$ cat config.mk
export PLATFORM = sky130hd
export DESIGN_NAME = mac_pin_driver
export DESIGN_NICKNAME = d
export VERILOG_FILES = /design/src/rtl/mac_pin_driver.sv
export SDC_FILE = /design/constraint.sdc
export NUM_CORES = 1
export LEC_CHECK = 0
export BUFFER_PORTS_ARGS = -buffer_cell sky130_fd_sc_hd__clkbuf_2
export CORE_UTILIZATION = 50
export DETAILED_ROUTE_END_ITERATION = 10
export GPL_ROUTABILITY_DRIVEN = 0
export PLACE_DENSITY_LB_ADDON = 0.15
export REMOVE_ABC_BUFFERS = 1
export SYNTH_ARGS = -nofsm -noshare
export SYNTH_HDL_FRONTEND = slang
export SYNTH_SLANG_ARGS = --single-unit
$ cat constraint.sdc
create_clock -name clk -period 2.3 [get_ports clk]
set_input_delay 0.23 -clock clk [delete_from_list [all_inputs] [get_ports clk]]
set_output_delay 0.23 -clock clk [all_outputs]
set_load 0.02 [all_outputs]
$ cat src/rtl/mac_pin_driver.sv
// Host-side initiator for the MAC tile pin interface: drives operands, waits a
// fixed latency, captures result bytes from the tile and returns them on a response channel.
module mac_pin_driver #(
  parameter int LAT       = 2,
  parameter int RES_BYTES = 1,
  parameter int CLR_CYC   = 2
) (
  input  logic                   clk,
  input  logic                   rst,
  input  logic                   cmd_valid,
  output logic                   cmd_ready,
  input  logic [1:0]             cmd_op,
  input  logic [7:0]             cmd_a,
  input  logic [7:0]             cmd_b,
  output logic                   rsp_valid,
  input  logic                   rsp_ready,
  output logic [8*RES_BYTES-1:0] rsp_data,
  output logic [7:0]             pin_a,
  output logic [7:0]             pin_b,
  input  logic [7:0]             pin_uo,
  output logic                   pin_ena,
  output logic                   pin_rst_n,
  output logic                   busy,
  output logic [15:0]            op_count
);

  localparam int DW = 8 * RES_BYTES;
  localparam int LW = (LAT > 1) ? $clog2(LAT) : 1;
  localparam int BW = (RES_BYTES > 1) ? $clog2(RES_BYTES) : 1;
  localparam int CW = (CLR_CYC > 1) ? $clog2(CLR_CYC) : 1;

  typedef enum logic [2:0] {S_IDLE, S_WAIT, S_READ, S_RESP, S_CLEAR} state_t;

  state_t          state_q, state_d;
  logic [LW-1:0]   lat_q, lat_d;
  logic [BW-1:0]   byte_q, byte_d;
  logic [CW-1:0]   clr_q, clr_d;
  logic [7:0]      pin_a_q, pin_a_d;
  logic [7:0]      pin_b_q, pin_b_d;
  logic            pin_ena_q, pin_ena_d;
  logic            pin_rst_n_q, pin_rst_n_d;
  logic            rsp_valid_q, rsp_valid_d;
  logic [DW-1:0]   rsp_data_q, rsp_data_d;
  logic [15:0]     op_count_q, op_count_d;
  logic            is_mac_q, is_mac_d;
  logic            accept;

  // pin_ena_q is low only until the first edge out of reset, so it also gates acceptance.
  assign cmd_ready = (state_q == S_IDLE) && pin_ena_q;
  assign accept    = cmd_valid && cmd_ready;

  always_comb begin
    state_d     = state_q;
    lat_d       = lat_q;
    byte_d      = byte_q;
    clr_d       = clr_q;
    pin_a_d     = pin_a_q;
    pin_b_d     = pin_b_q;
    pin_ena_d   = 1'b1;
    pin_rst_n_d = 1'b1;
    rsp_valid_d = rsp_valid_q;
    rsp_data_d  = rsp_data_q;
    op_count_d  = op_count_q;
    is_mac_d    = is_mac_q;

    case (state_q)
      S_IDLE: begin
        if (accept) begin
          lat_d    = LW'(LAT - 1);
          byte_d   = '0;
          clr_d    = CW'(CLR_CYC - 1);
          is_mac_d = (cmd_op == 2'b00);
          case (cmd_op)
            2'b00: begin
              pin_a_d = cmd_a;
              pin_b_d = cmd_b;
              state_d = S_WAIT;
            end
            2'b01: state_d = S_READ;
            2'b10: begin
              pin_rst_n_d = 1'b0;
              state_d     = S_CLEAR;
            end
            default: state_d = S_IDLE;
          endcase
        end
      end

      S_WAIT: begin
        if (lat_q != '0) begin
          lat_d = lat_q - LW'(1);
        end else begin
          // Latency elapsed: one result byte per edge, lowest byte first.
          for (int i = 0; i < RES_BYTES; i++) begin
            if (byte_q == BW'(i)) rsp_data_d[8*i +: 8] = pin_uo;
          end
          if (byte_q == BW'(RES_BYTES - 1)) begin
            rsp_valid_d = 1'b1;
            state_d     = S_RESP;
          end else begin
            byte_d = byte_q + BW'(1);
          end
        end
      end

      S_READ: begin
        rsp_data_d  = DW'(pin_uo);
        rsp_valid_d = 1'b1;
        state_d     = S_RESP;
      end

      S_RESP: begin
        if (rsp_ready) begin
          rsp_valid_d = 1'b0;
          state_d     = S_IDLE;
          if (is_mac_q && op_count_q != 16'hFFFF) op_count_d = op_count_q + 16'd1;
        end
      end

      S_CLEAR: begin
        if (clr_q == '0) begin
          state_d = S_IDLE;
        end else begin
          clr_d       = clr_q - CW'(1);
          pin_rst_n_d = 1'b0;
        end
      end

      default: state_d = S_IDLE;
    endcase
  end

  always_ff @(posedge clk or posedge rst) begin
    if (rst) begin
      state_q     <= S_IDLE;
      lat_q       <= '0;
      byte_q      <= '0;
      clr_q       <= '0;
      pin_a_q     <= '0;
      pin_b_q     <= '0;
      pin_ena_q   <= 1'b0;
      pin_rst_n_q <= 1'b0;
      rsp_valid_q <= 1'b0;
      rsp_data_q  <= '0;
      op_count_q  <= '0;
      is_mac_q    <= 1'b0;
    end else begin
      state_q     <= state_d;
      lat_q       <= lat_d;
      byte_q      <= byte_d;
      clr_q       <= clr_d;
      pin_a_q     <= pin_a_d;
      pin_b_q     <= pin_b_d;
      pin_ena_q   <= pin_ena_d;
      pin_rst_n_q <= pin_rst_n_d;
      rsp_valid_q <= rsp_valid_d;
      rsp_data_q  <= rsp_data_d;
      op_count_q  <= op_count_d;
      is_mac_q    <= is_mac_d;
    end
  end

  assign pin_a     = pin_a_q;
  assign pin_b     = pin_b_q;
  assign pin_ena   = pin_ena_q;
  assign pin_rst_n = pin_rst_n_q;
  assign rsp_valid = rsp_valid_q;
  assign rsp_data  = rsp_data_q;
  assign op_count  = op_count_q;
  assign busy      = (state_q != S_IDLE);

endmodule

=== After elaboration in Yosys (flattened, before gate mapping) ===
Index checks and enable logic that the tools add are counted.

* Flip-flop bits (word level): 50
* Input bits: 30
* Output and inout bits: 45
* Word-level logic and storage cells: 74

* $add $sub $neg: 4
* Equal/unequal tests: 12
* Mux-type cells: 27
* Reduce and logical (&&, ||, !) cells: 19

{| class="wikitable"
|+ Operator list
! cell !! number
|-
| adder 16 x 1 -> 16 bit (second input constant) || 1
|-
| two-way mux 8 bit || 2
|-
| != test 16 bit (second input constant) || 1
|-
| case mux 8 bit (2 select lines) || 1
|-
| two-way mux 3 bit || 5
|-
| case mux 3 bit (5 select lines) || 1
|-
| two-way mux 1 bit || 12
|-
| AND reduction 3 bit || 4
|-
| != test 2 bit (second input constant) || 5
|-
| case mux 3 bit (3 select lines) || 1
|-
| case mux 1 bit (2 select lines) || 4
|-
| equality test 3 x 2 -> 1 bit (second input constant) || 2
|-
| AND reduction 2 bit || 3
|-
| nonzero test 2 bit || 3
|-
| nonzero test 3 bit || 2
|-
| AND reduction 5 bit || 1
|-
| AND reduction 4 bit || 1
|-
| equality test 3 x 1 -> 1 bit (second input constant) || 1
|-
| equality test 3 bit (second input constant) || 1
|-
| logical AND 1 bit || 3
|-
| zero test 3 bit || 1
|-
| case mux 1 bit (3 select lines) || 1
|-
| equality test 2 x 1 -> 1 bit (second input constant) || 1
|-
| equality test 2 bit (second input constant) || 1
|-
| 3 further kinds || 4
|}

=== Longest topological paths before layout ===
Gate-level depths: netlist (run 1).

* Depth after elaboration: 5
* Gate-level depth with buffers: 7
* Depth with buffers taken out: 5

=== Worst setup path before layout (run 1) ===
No wires, ideal clock.

* Path kind: register to register
* Start: reg op_count_q[0], in the netlist op_count[0]
* End: reg op_count_q[1], in the netlist op_count[1]
* Library setup time: 0.125 ns
* Arrival time: 2.007 ns
* Required time: 2.175 ns
* Setup slack: 0.168 ns
* Stages on the path, launching flop included: 7
* Path buffers: 1
* Clock period less this slack: 2.132 ns
* Cell sequence: dfrtp_1 > ha_1 > nand4_2 > or4_1 > buf_2 > and2_4 > mux2_4

* Longest elaborated chain between the ends: 3

{| class="wikitable"
|+ RTL lines
! element !! line !! text
|-
| from (decl) || 44 || <nowiki>logic [15:0] op_count_q, op_count_d;</nowiki>
|-
| from (signal assigned) || 158 || <nowiki>op_count_q <= op_count_d;</nowiki>
|-
| parallel branches: the longest is 3 deep, another holds adder 16 x 1 -> 16 bit || -- ||
|}

Parallel ways; which one is timed is not known.
A chain may end at the register's enable or synchronous reset.

=== Worst setup path in the final report (run 1) ===
* Start: reg op_count_q[1], in the netlist op_count[1]
* End: reg op_count_q[1], in the netlist op_count[1]

The elaborated chain is that of the path after synthesis.

==> flow_summary_export.csv, run 1 <==
group,metric,value,unit
detailed_routing,initialDrtViolationCount,109,
sta,hold_violations,0,
synthesis,synth_area,2200,µm²
final_layout,antenna_cells,0,
die,dieArea,4680,µm²
global_routing,overflow,0,
synthesis,ys_top_cells_by_area,"dfrtp_1 56%, mux2_4 6.8%, mux2_2 6.6%",
sta,fin_hold_ws,0.0615,ns
placed_design,port_buffers,74,
cts,post_cts_buffers,0,
detailed_routing,ant_nets,0,
final_layout,stdcell_count,297,
sta,slew_violations,0,
synthesis,yosysTopAreaCell,"dfrtp_1",
worst_setup_path,crit_fanout,6,
cts,clk_pin_slew_worst_paths,0.09,ns
detailed_routing,drt-wirelength-per-cell,13.6,µm
worst_setup_path,arrival,2.21,ns
detailed_routing,viasPerCell,5.21,
sta,tns,0,ns
placed_design,dp_cells,289,
die,core_area,4120,µm²
cts,clock_latency,0.30,ns
synthesis,synth_top_area_share,55.7,%
synthesis,synth_edf_count,0,
run_status,status,"finished clean",
pwr,power_density,1070,nW/µm²
worst_setup_path,cp-start-kind,"flop",
pwr,peakVddDrop,0.000540,V
pwr,p_leak,1.43,nW
cts,clockBufferDepth,2,
pwr,combPwrFrac,37.5,%
sta,slew_headroom,60.7,%
global_routing,grt_first_pass_wirelength,6210,µm
global_routing,antenna_found_initial,0,
final_layout,area_growth,23.5,%
die,rows,23,
worst_setup_path,crit_path_end,"op_count[1]",
synthesis,synth_common_cells,"49 x dfrtp_1, 13 x mux2_2, 10 x mux2_4, 8 x nand3_1, 8 x xnor2_1",
pwr,switching_share,36.2,%
cts,cts_tree,"yes",
worst_setup_path,reg2reg_to,"op_count[1]",
detailed_routing,first_pass_iters,5,
pwr,clock_power_share,17.7,%
synthesis,yosysMostFrequentCell,"dfrtp_1",
global_routing,grt_pass1_vias,1357,
worst_setup_path,cp-startpoint,"op_count[1]",
placed_design,dp_hpwl,2970,µm
worst_setup_path,worst_r2r_path_depth,5,
cts,postCtsResizedCells,0,
synthesis,ys_ff_latch,49,
die,die_h,68.4,µm
global_routing,grt_max_degree,50,
cts,numClockSinks,49,
cts,hold_buffers,0,
worst_setup_path,worst_ep_required_time,2.48,ns
cts,cts_root_buf,"clkbuf_8",
cts,cts_buffers,5,
final_layout,drive_above_1_share,49.0,%
global_routing,track_usage,18.1,%
final_layout,final_cell_area,2720,µm²
synthesis,ys_seq_area_share,55.7,%
detailed_routing,num_vias,1548,
sta,worst-slew-pin-transition,0.584,ns
worst_setup_path,worst_setup_path_end_kind,"flop",
pwr,switchingPower,0.00106,W
die,dieWidth,68.4,µm
synthesis,synthFlopType,"dfrtp_1",
die,ios,75,
min_path,hp-class,"input pin to asynchronous set/reset pin",
synthesis,yosysWarnings,0,
worst_setup_path,reg2reg_slack,0.27,ns
placed_design,placed_area,2620,µm²
sta,rsz0062_at_grt,"false",
sta,fmax,492,MHz
detailed_routing,routed_wl,4030,µm
worst_setup_path,crit_type,"flop to flop",
sta,setup_viol_count_final,0,
cts,htree_levels,2,
sta,clock_skew,0.00885,ns
pwr,p_total,0.00292,W
sta,period_share,88.3,%
die,initial_core_util,53.5,%
detailed_routing,drcViolationCount,0,
pwr,seq_power_share,44.8,%
sta,period_needed,2.03,ns
pwr,p_int,0.00186,W
synthesis,netlist_instances,168,
final_layout,nNetsFinal,277,
synthesis,synth_async_sr_flop_share,100,%
worst_setup_path,reg2reg_from,"op_count[1]",
synthesis,avgSynthCellArea,13.1,µm²
synthesis,yosysUniqueCellTypes,44,
flow_run,cap_violations,0,
[per-layer routing]
layer	global-route usage [%]	vias to the layer above	share of wire (%)
met1	25.7	740	49
met4	6.25	0	0.97
met2	26.5	44	46
li1	-	759	-
met5	0	-	0
met3	5.00	5	3.9
[critical path, stage by stage (launching register included)]
cell	delay, ns
dfrtp_1	0.44
ha_1	0.29
nand4_2	0.16
or4_1	0.56
and2_4	0.19
mux2_4	0.28
[per-stage QoR]
step                util, %  setup WS (ns)
global placement       63.8          0.332
detailed placement     63.8          0.284
global route           66.1          0.155
finish                 66.1          0.268
floorplan                 -          0.172
CTS                    66.1          0.262
[state kept, by name, indices dropped and copies added (netlist names)]
| register | count |
|---|---|
| op_count | 16 |
| pin_a | 8 |
| pin_b | 8 |
| rsp_data | 8 |
| state_q | 3 |
| clr_q | 1 |
| is_mac_q | 1 |
| lat_q | 1 |
| pin_ena | 1 |
| pin_rst_n | 1 |
| rsp_valid | 1 |
[area by class of cell]
| cell class | count | area [µm²] |
|---|---|---|
| fill | 335 | 1400 |
| sequential | 49 | 1230 |
| multi-input combinational | 108 | 920 |
| timing repair buffer | 78 | 400 |
| clock buffer | 6 | 82.6 |
| tap | 50 | 62.6 |
| inverter | 4 | 15.0 |
| clock inverter | 2 | 13.8 |
[logic make-up (layout without fill, tap and decap cells)]
kind of cell / Yosys count / count (layout) / share of synthesized area (%)
AOI/OAI and AO/OA: 17 / 17 / 5.00
buffers and inverters: 11 / 90 / 2.61
and+or+nand+nor: 51 / 51 / 16.0
DFF: 49 / 49 / 55.7
other: 1 / 1 / 0.170
adders and majority gates: 1 / 1 / 0.568
xor gates and xnor gates: 9 / 9 / 3.58
muxes: 29 / 29 / 16.4
[cell usage in the layout, fill, tap and decap left out, types with 2 or more instances in the layout]
cell,count
a21oi_1,5
a311oi_1,2
a31oi_1,3
and3_1,7
buf_4,4
clkbuf_2,74
clkbuf_8,6
dfrtp_1,49
inv_1,2
inv_2,2
mux2_1,4
mux2_2,13
mux2_4,10
mux2i_1,2
nand2_1,5
nand2b_1,2
nand3_1,8
nand4_1,5
nor2_1,4
nor2b_1,2
nor3_1,2
nor4_2,2
nor4b_1,2
o21ai_0,3
or4_1,2
xnor2_1,8
[power by group through the flow]
| stage | logic (W) | clock network (W) | registers [W] |
|---|---|---|---|
| after detailed placement | 0.00111 | 0 | 0.00133 |
| after global placement | 0.00110 | 0 | 0.00132 |
| final | 0.00109 | 0.000517 | 0.00131 |
| after global routing | 0.00118 | 0.000573 | 0.00136 |
| after floorplan | 0.000475 | 0 | 0.00158 |
| after CTS | 0.00111 | 0.000541 | 0.00131 |
[worst min path at each step]
stage                          from          end  slack (ns)
after global placement          rst  rsp_data[0]        0.41
after CTS                       rst  rsp_data[7]        0.08
after global routing            rst  rsp_data[7]        0.12
final                           rst  rsp_data[7]        0.06
after detailed placement        rst     pin_b[6]        0.41
after floorplan           rsp_ready   state_q[0]        0.34
Note: power is estimated with default switching activity, not from simulation.
==> run 2: changes to the inputs <==
- CORE_MARGIN: not set -> 2
==> run 2 against run 1 <==
Final area grew 1.4%. Setup slack better by 0.0044 ns. Power increased by 4.1%. Clock skew down 0.0042 ns. Critical path depth unchanged. Via count up 2.5%. Global-route usage rose by 0.13 points. Fmax is 0.22% higher. Register-to-register slack is essentially flat. Utilization is 1.9 points lower. Largest cell class unchanged. Largest power group unchanged.
==> flow_summary_export.csv, run 2 (synthesis gave the netlist of run 1 again) <==
group,metric,value,unit
worst_setup_path,crit_type,"flop to flop",
pwr,p_leak,1.45,nW
die,rows,24,
detailed_routing,routed_wl,4120,µm
pwr,p_total,0.00304,W
cts,htree_levels,2,
final_layout,largest_reg_flops,16,
final_layout,final_cell_mix,"74 x clkbuf_2, 49 x dfrtp_1, 13 x mux2_2",
placed_design,port_buffers,74,
worst_setup_path,crit_path_end,"op_count[1]",
worst_setup_path,crit_fanout,6,
cts,post_cts_buffers,0,
die,initial_core_util,51.3,%
sta,slew_violations,0,
pwr,combPwrFrac,36.1,%
detailed_routing,viasPerCell,5.27,
final_layout,final_common_cell,"clkbuf_2",
die,ios,75,
worst_setup_path,cp-start-kind,"flop",
final_layout,multi_input_area,920,µm²
detailed_routing,num_vias,1587,
detailed_routing,initialDrtViolationCount,43,
die,dieWidth,70.4,µm
die,die_h,70.4,µm
run_status,status,"finished clean",
global_routing,track_usage,18.3,%
sta,setup_viol_count_final,0,
cts,cts_buffers,5,
pwr,peakVddDrop,0.000803,V
sta,fmax,493,MHz
sta,rsz0062_at_grt,"false",
cts,clk_pin_slew_worst_paths,0.08,ns
global_routing,grt_first_pass_wirelength,7060,µm
pwr,p_int,0.00198,W
final_layout,area_growth,25.2,%
final_layout,fillers,356,
detailed_routing,drt-wirelength-per-cell,13.7,µm
worst_setup_path,worst_ep_required_time,2.49,ns
cts,clock_latency,0.30,ns
global_routing,grt_pass1_vias,1548,
cts,numClockSinks,49,
cts,clockBufferDepth,2,
sta,fin_ws,0.273,ns
min_path,hp-class,"input pin to asynchronous set/reset pin",
pwr,switchingPower,0.00106,W
detailed_routing,first_pass_iters,4,
global_routing,antenna_found_initial,0,
cts,postCtsResizedCells,0,
cts,hold_buffers,0,
final_layout,drive_above_1_share,49.0,%
final_layout,nNetsFinal,279,
sta,tns,0,ns
sta,period_needed,2.03,ns
sta,worst-slew-pin-transition,0.796,ns
flow_run,cap_violations,0,
placed_design,post-place-ws,0.287,ns
detailed_routing,drcViolationCount,0,
global_routing,overflow,0,
placed_design,dp_hpwl,3100,µm
sta,hold_violations,0,
final_layout,register_area,1230,µm²
sta,slew_headroom,46.8,%
worst_setup_path,worst_setup_path_end_kind,"flop",
pwr,clock_power_share,20.4,%
global_routing,grt_max_degree,40,
die,dieArea,4950,µm²
die,core_area,4290,µm²
final_layout,antenna_cells,0,
worst_setup_path,reg2reg_from,"op_count[0]",
cts,cts_tree,"yes",
worst_setup_path,cp-startpoint,"op_count[0]",
pwr,switching_share,35.0,%
worst_setup_path,reg2reg_to,"op_count[1]",
sta,clock_skew,0.00470,ns
detailed_routing,ant_nets,0,
final_layout,utilization,64.2,%
worst_setup_path,worst_r2r_path_depth,5,
worst_setup_path,arrival,2.21,ns
sta,period_share,88.1,%
cts,cts_root_buf,"clkbuf_8",
worst_setup_path,reg2reg_slack,0.27,ns
pwr,power_density,1100,nW/µm²
pwr,seq_power_share,43.5,%
[run 2: cell count changes in the layout (fill, tap and decap cells not counted)]
cell | previous run | this run
bufinv_16 | 0 | 1
clkinv_2 | 1 | 0
clkinv_4 | 1 | 0
buf_4 | 4 | 6
clkbuf_1 | 0 | 1
[run 2: per-layer routing]
layer / GRT usage [%] / wire length (µm) / up-vias
met4: 6.84 / 61 / 0
met5: 0 / 0 / -
met1: 23.0 / 1810 / 763
li1: - / - / 766
met2: 29.5 / 1980 / 52
met3: 5.92 / 270 / 6
[run 2: power groups by stage]
stage / registers, W / logic (W) / clock network [W]
2_1_floorplan: 0.00158 / 0.000475 / 0
3_3_place_gp: 0.00133 / 0.00110 / 0
3_5_place_dp: 0.00134 / 0.00111 / 0
4_1_cts: 0.00132 / 0.00111 / 0.000644
5_1_grt: 0.00137 / 0.00119 / 0.000675
6_report: 0.00132 / 0.00110 / 0.000621
[run 2: critical path, cell delays in order (launching register included)]
cell and delay, ns:
dfrtp_1 0.44, ha_1 0.28, nand4_2 0.16, or4_1 0.55, and2_4 0.19, mux2_4 0.29
[run 2: cell type report]
| cell class | instances | area share (%) |
|---|---|---|
| flip-flops and latches | 49 | 44.5 |
| multi-input cells | 108 | 33.3 |
| repair buffers | 80 | 15.1 |
| clock buffers | 7 | 3.13 |
| well taps | 52 | 2.36 |
| clock inverters | 1 | 1.09 |
| inverters | 4 | 0.544 |
[run 2: stage by stage]
step	hold slack [ns]	instance area [µm²]	std cells
after floorplan	0.342	2160	161
after global placement	0.413	2640	293
after detailed placement	0.421	2640	293
after CTS	0.0799	2760	301
after global routing	0.134	2760	301
final	0.0555	2760	301
[run 2: worst min path at each step]
stage,slack (ns),endpoint,cells after the start
after floorplan,0.34,state_q[0],1
after global placement,0.41,pin_a[1],2
after detailed placement,0.42,pin_a[1],2
after CTS,0.08,pin_a[1],2
after global routing,0.13,pin_a[7],2
final,0.06,pin_a[1],2
